## src/rtl/fht_input_loader.sv

```systemverilog
// fht_input_loader: accepts a stream of signed samples over a valid/ready
// handshake and writes them, in bit-reversed order, into the four RAM banks
// of the FHT buffer. Raises oFULL (with a one-cycle oDONE pulse) once a full
// frame of 4*2^A_BIT points is resident, then waits for iRELEASE.
//
// Ports:
//   iCLK, iRESET (async, active-low)
//   iSTART           begin a new frame (only honoured in IDLE, or with iRELEASE in FULL)
//   iDATA/iVALID     sample input; oREADY high while loading
//   iRELEASE         core is finished with the buffer (only honoured in FULL)
//   oFULL, oDONE     frame resident / one-cycle pulse when it becomes resident
//   oDATA_k, oADDR_WR_k, oWE_k   registered write port for bank k (k = 0..3)
module fht_input_loader #(
  parameter int unsigned D_BIT  = 17,
  parameter int unsigned A_BIT  = 8,
  parameter int unsigned IN_BIT = 16
) (
  input  logic              iCLK,
  input  logic              iRESET,
  input  logic              iSTART,
  input  logic [IN_BIT-1:0] iDATA,
  input  logic              iVALID,
  output logic              oREADY,
  input  logic              iRELEASE,
  output logic              oFULL,
  output logic              oDONE,
  output logic [D_BIT-1:0]  oDATA_0,
  output logic [D_BIT-1:0]  oDATA_1,
  output logic [D_BIT-1:0]  oDATA_2,
  output logic [D_BIT-1:0]  oDATA_3,
  output logic [A_BIT-1:0]  oADDR_WR_0,
  output logic [A_BIT-1:0]  oADDR_WR_1,
  output logic [A_BIT-1:0]  oADDR_WR_2,
  output logic [A_BIT-1:0]  oADDR_WR_3,
  output logic              oWE_0,
  output logic              oWE_1,
  output logic              oWE_2,
  output logic              oWE_3
);

  localparam int unsigned CntW = A_BIT + 2;

  typedef enum logic [1:0] {StIdle, StLoad, StFull} state_e;

  state_e            state_q, state_d;
  logic [CntW-1:0]   n_q, n_d, n_rev;
  logic              ready_q, full_q, done_q, done_d;
  logic [3:0]        we_q, we_d;
  logic [A_BIT-1:0]  addr_q, addr_d;
  logic [D_BIT-1:0]  data_q, data_d;
  logic              xfer;

  // ready_q mirrors "state is LOAD", so it doubles as the accept qualifier.
  assign xfer = iVALID & ready_q;

  always_comb begin
    for (int i = 0; i < int'(CntW); i++) begin
      n_rev[i] = n_q[CntW-1-i];
    end
  end

  always_comb begin
    state_d = state_q;
    n_d     = n_q;
    we_d    = '0;
    addr_d  = addr_q;
    data_d  = data_q;
    done_d  = 1'b0;
    unique case (state_q)
      StIdle: begin
        if (iSTART) begin
          state_d = StLoad;
          n_d     = '0;
        end
      end
      StLoad: begin
        if (xfer) begin
          // Top two reversed bits pick the bank, the rest the word address.
          we_d[n_rev[CntW-1 -: 2]] = 1'b1;
          addr_d = n_rev[A_BIT-1:0];
          data_d = D_BIT'($signed(iDATA));
          n_d    = n_q + CntW'(1);  // wraps to 0 on the final sample
          if (n_q == '1) begin
            state_d = StFull;
            done_d  = 1'b1;
          end
        end
      end
      StFull: begin
        if (iRELEASE) begin
          state_d = iSTART ? StLoad : StIdle;
          n_d     = '0;
        end
      end
      default: state_d = StIdle;
    endcase
  end

  always_ff @(posedge iCLK or negedge iRESET) begin
    if (!iRESET) begin
      state_q <= StIdle;
      n_q     <= '0;
      ready_q <= 1'b0;
      full_q  <= 1'b0;
      done_q  <= 1'b0;
      we_q    <= '0;
      addr_q  <= '0;
      data_q  <= '0;
    end else begin
      state_q <= state_d;
      n_q     <= n_d;
      ready_q <= (state_d == StLoad);
      full_q  <= (state_d == StFull);
      done_q  <= done_d;
      we_q    <= we_d;
      addr_q  <= addr_d;
      data_q  <= data_d;
    end
  end

  assign oREADY     = ready_q;
  assign oFULL      = full_q;
  assign oDONE      = done_q;
  assign oDATA_0    = data_q;
  assign oDATA_1    = data_q;
  assign oDATA_2    = data_q;
  assign oDATA_3    = data_q;
  assign oADDR_WR_0 = addr_q;
  assign oADDR_WR_1 = addr_q;
  assign oADDR_WR_2 = addr_q;
  assign oADDR_WR_3 = addr_q;
  assign oWE_0      = we_q[0];
  assign oWE_1      = we_q[1];
  assign oWE_2      = we_q[2];
  assign oWE_3      = we_q[3];

endmodule
```

## config.mk

```make
export PLATFORM = sky130hd
export DESIGN_NAME = fht_input_loader
export DESIGN_NICKNAME = d
export VERILOG_FILES = /design/src/rtl/fht_input_loader.sv
export SDC_FILE = /design/constraint.sdc
export NUM_CORES = 1
export LEC_CHECK = 0
export BUFFER_PORTS_ARGS = -buffer_cell sky130_fd_sc_hd__buf_2
export CAP_MARGIN = 10
export CELL_PAD_IN_SITES_DETAIL_PLACEMENT = 0
export CELL_PAD_IN_SITES_GLOBAL_PLACEMENT = 2
export CORE_ASPECT_RATIO = 0.9
export CORE_MARGIN = 3
export CORE_UTILIZATION = 23
export CTS_BUF_LIST = sky130_fd_sc_hd__clkbuf_4
export DETAILED_ROUTE_END_ITERATION = 8
export MAX_ROUTING_LAYER = met4
export PLACE_DENSITY = 0.88
export REMOVE_ABC_BUFFERS = 1
export SLEW_MARGIN = 5
export SYNTH_ARGS = -nofsm -noshare
export SYNTH_HDL_FRONTEND = slang
export SYNTH_SLANG_ARGS = --single-unit
```

## constraint.sdc

```tcl
create_clock -name iCLK -period 1.47 [get_ports iCLK]
set_input_delay 0 -clock iCLK [delete_from_list [all_inputs] [get_ports iCLK]]
set_output_delay 0 -clock iCLK [all_outputs]
set_load 0.01 [all_outputs]
```

==> key figures, run 1 <==
STA
  • Worst rel slew slack: 67.21%
  • Slew @ Worst Pin: 0.4918 ns
  • RSZ-0062 raised after global routing: yes
  • Setup TNS: 0 ns
  • Max-slew violation count: 0
  • Final Skew: 0.005963 ns
  • Worst setup margin: 0.04815 ns
  • Part of the cycle the worst path needs: 96.72%
  • Final hold violations: 0
  • Final min period: 1.422 ns
  • Fmax: 0.7033 GHz
  • Final setup violation count: 0

Setup path
  • Critical path class: reg2reg
  • Worst EP arrival: 1.71 ns
  • Critical-path top delay cell: or4_4
  • CP Cell Sequence: nand4b_1, buf_6, or4_4, a21oi_2
  • Slowest stage delay, CP: 0.50 ns
  • Crit path buffers/inverters: 1
  • Data required time at the worst endpoint: 1.76 ns
  • CP max FO: 8
  • Setup crit start kind: flip-flop
  • Delay-heaviest family, CP: simple AND/OR/NAND/NOR gates
  • Element type at the critical path end: flip-flop

GRT
  • Gr usage total: 8.981%
  • Largest net degree at the start of global routing: 29
  • Initial antenna violation count: 0
  • GRT overflow: 0
  • Via count of the first global-routing pass: 1673
  • First-pass GRT wire length: 8231 µm

Yosys
  • Mean Syn Cell Area: 9.048 µm²
  • Number of flops mapped to enable cells by yosys: 0
  • Synth warn: 0
  • Post-synth top area cell: dfrtp_1
  • Top-count cell post-synth: buf_4
  • Synthesized instance count: 264
  • Top FF cell, synth: dfrtp_1
  • Synth top cells by count: buf_4, nand2_1, dfrtp_1, o21ai_1
  • Synth Register Bits: 43
  • Area of the mapped netlist: 2389 µm²
  • Seq/Total Area, Yosys: 45.05%
  • Ys async rst share: 100.0%
  • Yosys cell types: 31
  • Post-synth top area share: 45.05%
  • Main area contributors after synthesis: dfrtp_1, buf_4, nand2_1

Power
  • Maximum VDD drop: 0.4366 mV
  • Leak pwr: 1.628 nW
  • Pwr Density: 1050 nW/µm²

Drt
  • Vias per cell: 4.113
  • WL/cell: 11.45 µm
  • DR pass1 iterations: 4
  • DR vias: 1937
  • ANT nets after route: 0
  • DRC: 0
  • Final wirelength: 5393 µm
  • First DRT Iteration DRCs: 56

Cells and area
  • Diode count: 0
  • Sequential Area: 1077 µm²
  • Final core occ: 30.18%
  • Layout cells sized above 1: 46.38%
  • Final Instance Area: 2992 µm²
  • Nets: 369
  • Filler instances: 1058
  • Area grow syn2layout: 25.25%
  • Multi-input gate area: 745.7 µm²

Clocking
  • Clk Latency, worst-skew pair: 0.35 ns
  • H-tree level count: 2
  • CTS sink cnt: 43
  • Clock buffer depth: 2
  • TritonCTS Buffers: 5
  • Root buf cell: clkbuf_4
  • CTS tree: built
  • Clk pin slew, worst setup/hold paths: 0.12 ns

Floorplan
  • Num rows: 34
  • Die ar.: 11650 µm²
  • I/O Pins: 128
  • Core ar.: 9912 µm²
  • Die Y: 102.7 µm
  • Initial Utilization: 24.10%
  • Die width: 113.4 µm

Place
  • Dpl hpwl: 3978 µm
  • DP Worst Slack: 0.01080 ns
  • GP Congestion: 0.8000
  • Area post-placement: 2675 µm²
  • # port buffers: 127

Flow run
  • Max_cap viols: 0

Run status
  • Run status: completed

Hold path
  • Hold WC Path Type: in2reg
[kinds of logic (layout without fill, tap and decap cells)]
kind of cell	count (synthesis)	count (layout)	synth area share (%)
AOI/OAI and AO/OA	23	23	6.024
adders and majority gates	4	4	2.095
buffers and inverters	89	170	26.19
DFF	43	43	45.05
muxes	4	4	1.676
and+or+nand+nor	101	101	18.96
[repair_timing]
item                                    in CTS  in global routing
buffers inserted                             1                  1
endpoints found under the setup margin       1                  9
hold buffers                                18                  0
gates resized for setup                      1                 13
pin swaps                                    0                  3
hold endpoints to repair                    61                  0
[metal layers]
metal | share of wire (%) | global-route usage [%] | routed length [µm] | vias up
met5 | 0 | - | 0 | -
met1 | 45 | 12.10 | 2414 | 918
met4 | 0.52 | 2.033 | 28 | 0
met2 | 48 | 13.80 | 2567 | 77
met3 | 7.1 | 2.113 | 382 | 5
li1 | - | - | - | 937
[sequential cells by signal, summed over array words and instances (netlist names)]
signal,cells
n_q,10
state_q,2
oREADY,1
oDONE,1
oDATA_0,16
oADDR_WR_0,8
we_q,4
oFULL,1
[per-stage QoR]
| step | hold WS, ns | instances | power, mW |
|---|---|---|---|
| 3_5_place_dp | -0.002073 | 443 | 2.489 |
| 6_report | 0.01717 | 471 | 3.142 |
| 5_1_grt | 0.01998 | 471 | 3.385 |
| 2_1_floorplan | -0.2956 | 180 | 1.954 |
| 3_3_place_gp | -0.001594 | 443 | 2.479 |
| 4_1_cts | 0.003491 | 470 | 3.145 |
[final timing paths]
kind / to / startpoint / slack, ns / depth (start not counted)
min in group asynchronous: we_q[3] / iRESET / 0.15 / 2
setup / recovery: n_q[7] / state_q[1] / 0.05 / 4
setup reg to reg: n_q[7] / state_q[1] / 0.05 / 4
max in group asynchronous: n_q[0] / iRESET / 0.82 / 3
hold reg to reg: oDATA_0[11] / oDATA_0[11] / 0.55 / 2
hold / removal: state_q[1] / iRELEASE / 0.02 / 3
[power breakdown]
| part | internal [mW] | leakage, nW | switching (mW) | total (mW) |
|---|---|---|---|---|
| Clock | 0.224 | 0.0361 | 0.379 | 0.603 |
| Sequential | 1.34 | 0.538 | 0.197 | 1.54 |
| Combinational | 0.454 | 1.05 | 0.544 | 0.997 |
| Total | 2.02 | 1.63 | 1.12 | 3.14 |
[placed cells by master (no fill, tap or decap), types with 2 or more instances in the layout]
cell type	n
a21oi_1	2
a21oi_2	2
and2_1	3
buf_12	2
buf_2	127
buf_4	9
clkbuf_4	7
dfrtp_1	42
dlygate4sd3_1	18
ha_1	3
inv_1	5
mux2i_1	4
nand2_1	75
nand3_1	3
nor2_1	2
nor3_1	2
o211ai_1	2
o21ai_0	3
o21ai_1	6
o21bai_1	2
o31ai_2	2
o32ai_1	2
or3_1	2
or4_4	2
[final cells by class]
type                    count  area share, %
inverters                   5         0.6274
well taps                 126          5.270
multi-input cells         132          24.93
clock buffers               7          1.757
repair buffers            157          31.24
flip-flops and latches     43          36.01
clock inverters             1         0.1673
[worst reg2reg max path: cells and delay by family, from the launching register on]
kind / cells / cell delay, ns
buffers and inverters: 1 / 0.16
DFF: 1 / 0.40
AOI/OAI and AO/OA: 1 / 0.12
and+or+nand+nor: 2 / 0.70
No activity file was read; power rests on OpenSTA's default activity.
==> run 2, diff against run 1 <==
Settings changed: REMOVE_ABC_BUFFERS 1 to not set.
==> run 2 against run 1 <==
Net effect: die area unchanged; worst hold slack improved by 0.091 ns; setup slack got worse by 0.042 ns; via count decreased by 1.1%; cell count increased by 0.64%; fmax decreased by 2.9%; clock skew increased by 0.0089 ns; critical path depth unchanged; sequential power about the same; design area increased by 0.71%; first-iteration DRC count decreased by 16%; sequential share of layout area decreased by 0.30 points.
==> key figures, run 2 (synthesized netlist as in run 1, its figures left out) <==
Run status
  • Run status: completed (unchanged)

Power
  • Logic pwr share: 31.0% (was 31.7%)
  • Design internal power: 2.001 mW (was 2.021 mW)
  • Leak pwr: 1.636 nW (was 1.628 nW)
  • Maximum VDD drop: 0.4488 mV (was 0.4366 mV)
  • Total Power: 3.109 mW (was 3.142 mW)
  • Clock Power Share: 19.7% (was 19.2%)
  • Flop pwr share: 49.3% (was 49.1%)
  • Pwr Density: 1032 nW/µm² (was 1050 nW/µm²)
  • Net Sw Frac: 35.63% (was 35.66%)
  • Net Sw Power: 1.107 mW (was 1.120 mW)

Setup path
  • Worst Setup SP: state_q[1] (unchanged)
  • Worst r2r src: state_q[1] (unchanged)
  • CP max FO: 12 (was 8)
  • Setup crit start kind: flip-flop (unchanged)
  • Critical path class: reg2reg (unchanged)
  • Worst EP arrival: 1.75 ns (was 1.71 ns)
  • Data required time at the worst endpoint: 1.75 ns (was 1.76 ns)
  • Element type at the critical path end: flip-flop (unchanged)

STA
  • Max-slew violation count: 0 (unchanged)
  • Final min period: 1.464 ns (was 1.422 ns)
  • Setup TNS: 0 ns (unchanged)
  • Final setup violation count: 0 (unchanged)
  • Slew @ Worst Pin: 0.4570 ns (was 0.4918 ns)
  • Min Hold Slack: 0.1081 ns (was 0.01717 ns)
  • Part of the cycle the worst path needs: 99.60% (was 96.72%)
  • Fmax: 0.6830 GHz (was 0.7033 GHz)
  • Worst setup margin: 0.005877 ns (was 0.04815 ns)
  • Final Skew: 0.01490 ns (was 0.005963 ns)
  • Final hold violations: 0 (unchanged)
  • Worst rel slew slack: 69.54% (was 67.21%)
  • RSZ-0062 raised after global routing: yes (unchanged)

Place
  • Area post-placement: 2678 µm² (was 2675 µm²)
  • # port buffers: 127 (unchanged)
  • Placed insts: 445 (was 443)
  • GP Congestion: 0.7466 (was 0.8000)
  • Dpl hpwl: 4050 µm (was 3978 µm)
  • DP Worst Slack: 0.01297 ns (was 0.01080 ns)

Floorplan
  • Die Y: 102.7 µm (unchanged)
  • Die width: 113.4 µm (unchanged)
  • Initial Utilization: 24.10% (unchanged)
  • Core ar.: 9912 µm² (unchanged)
  • I/O Pins: 128 (unchanged)
  • Num rows: 34 (unchanged)
  • Die ar.: 11650 µm² (unchanged)

Cells and area
  • Filler instances: 1044 (was 1058)
  • Area grow syn2layout: 26.14% (was 25.25%)
  • Nets: 372 (was 369)
  • Sequential Area: 1076 µm² (was 1077 µm²)
  • Max reg flops: 16 (unchanged)
  • Non-filler cells, final: 474 (was 471)
  • Final core occ: 30.40% (was 30.18%)
  • Most frequent cells in the layout: buf_2, nand2_1, dfrtp_1, dlygate4sd3_1, buf_4 (unchanged)
  • Final Instance Area: 3013 µm² (was 2992 µm²)
  • Multi-input gate area: 749.5 µm² (was 745.7 µm²)
  • Layout cells sized above 1: 46.55% (was 46.38%)
  • Commonest non-fill, non-tap cell in the layout: buf_2 (unchanged)
  • Diode count: 0 (unchanged)

GRT
  • Initial antenna violation count: 0 (unchanged)
  • Largest net degree at the start of global routing: 20 (was 29)
  • Gr usage total: 9.564% (was 8.981%)
  • First-pass GRT wire length: 8452 µm (was 8231 µm)
  • Via count of the first global-routing pass: 1698 (was 1673)
  • GRT overflow: 0 (unchanged)

Clocking
  • CTS tree: built (unchanged)
  • TritonCTS Buffers: 5 (unchanged)
  • CTS sink cnt: 43 (unchanged)
  • Clk pin slew, worst setup/hold paths: 0.13 ns (was 0.12 ns)
  • Root buf cell: clkbuf_4 (unchanged)
  • H-tree level count: 2 (unchanged)
  • Clock buffer depth: 2 (unchanged)
  • Clk Latency, worst-skew pair: 0.36 ns (was 0.35 ns)

Hold path
  • Hold WC Path Type: in2async (was in2reg)

Drt
  • DR vias: 1916 (was 1937)
  • First DRT Iteration DRCs: 47 (was 56)
  • WL/cell: 11.63 µm (was 11.45 µm)
  • Final wirelength: 5512 µm (was 5393 µm)
  • DRC: 0 (unchanged)
  • DR pass1 iterations: 2 (was 4)
  • Vias per cell: 4.042 (was 4.113)
  • ANT nets after route: 0 (unchanged)

Yosys
  • Syn Nets: 289

Flow run
  • Max_cap viols: 0 (unchanged)
[run 2: per-layer routing]
metal | vias to the layer above | share of wire (%) | GRT usage (%)
met4 | 0 | 1.1 | 3.050
met5 | - | 0 | -
met1 | 876 | 43 | 11.10
li1 | 944 | - | -
met3 | 7 | 7.6 | 2.289
met2 | 89 | 48 | 16.48
[run 2: timing repair]
action                                 4_1_cts  5_1_grt
pin swaps                                    1        1
setup endpoints to repair                    4       13
resized for setup                            6       10
endpoints found under the hold margin       56        0
hold buffers                                20        0
setup buffers                                1        0
[run 2: final timing paths]
kind                                  to  slack [ns]  cells past startpoint
max in group asynchronous  oADDR_WR_0[1]        0.77                      3
hold reg to reg               oDATA_0[7]        0.54                      2
setup reg to reg                  n_q[6]       0.006                      4
setup / recovery                  n_q[6]       0.006                      4
min in group iCLK            oDATA_0[11]        0.35                      4
hold / removal                   we_q[2]        0.11                      2
[run 2: power groups by stage]
stage / Combinational [mW] / Clock (mW) / Sequential [mW]
detailed placement: 0.914 / 0 / 1.56
global placement: 0.913 / 0 / 1.54
floorplan: 0.735 / 0 / 1.58
global route: 1.07 / 0.695 / 1.57
finish: 0.965 / 0.612 / 1.53
CTS: 0.964 / 0.655 / 1.54
[run 2: area by class of cell]
cell class / count / area share, %
inverter: 5 / 0.6229
sequential: 43 / 35.71
tap: 126 / 5.233
multi-input combinational: 132 / 24.88
timing repair buffer: 160 / 31.64
clock inverter: 1 / 0.1661
clock buffer: 7 / 1.744
[run 2: critical path, cell delays in order (launching register included)]
cell	delay, ns
dfrtp_1	0.40
nand4b_1	0.19
buf_6	0.17
or4_4	0.51
a21oi_2	0.13
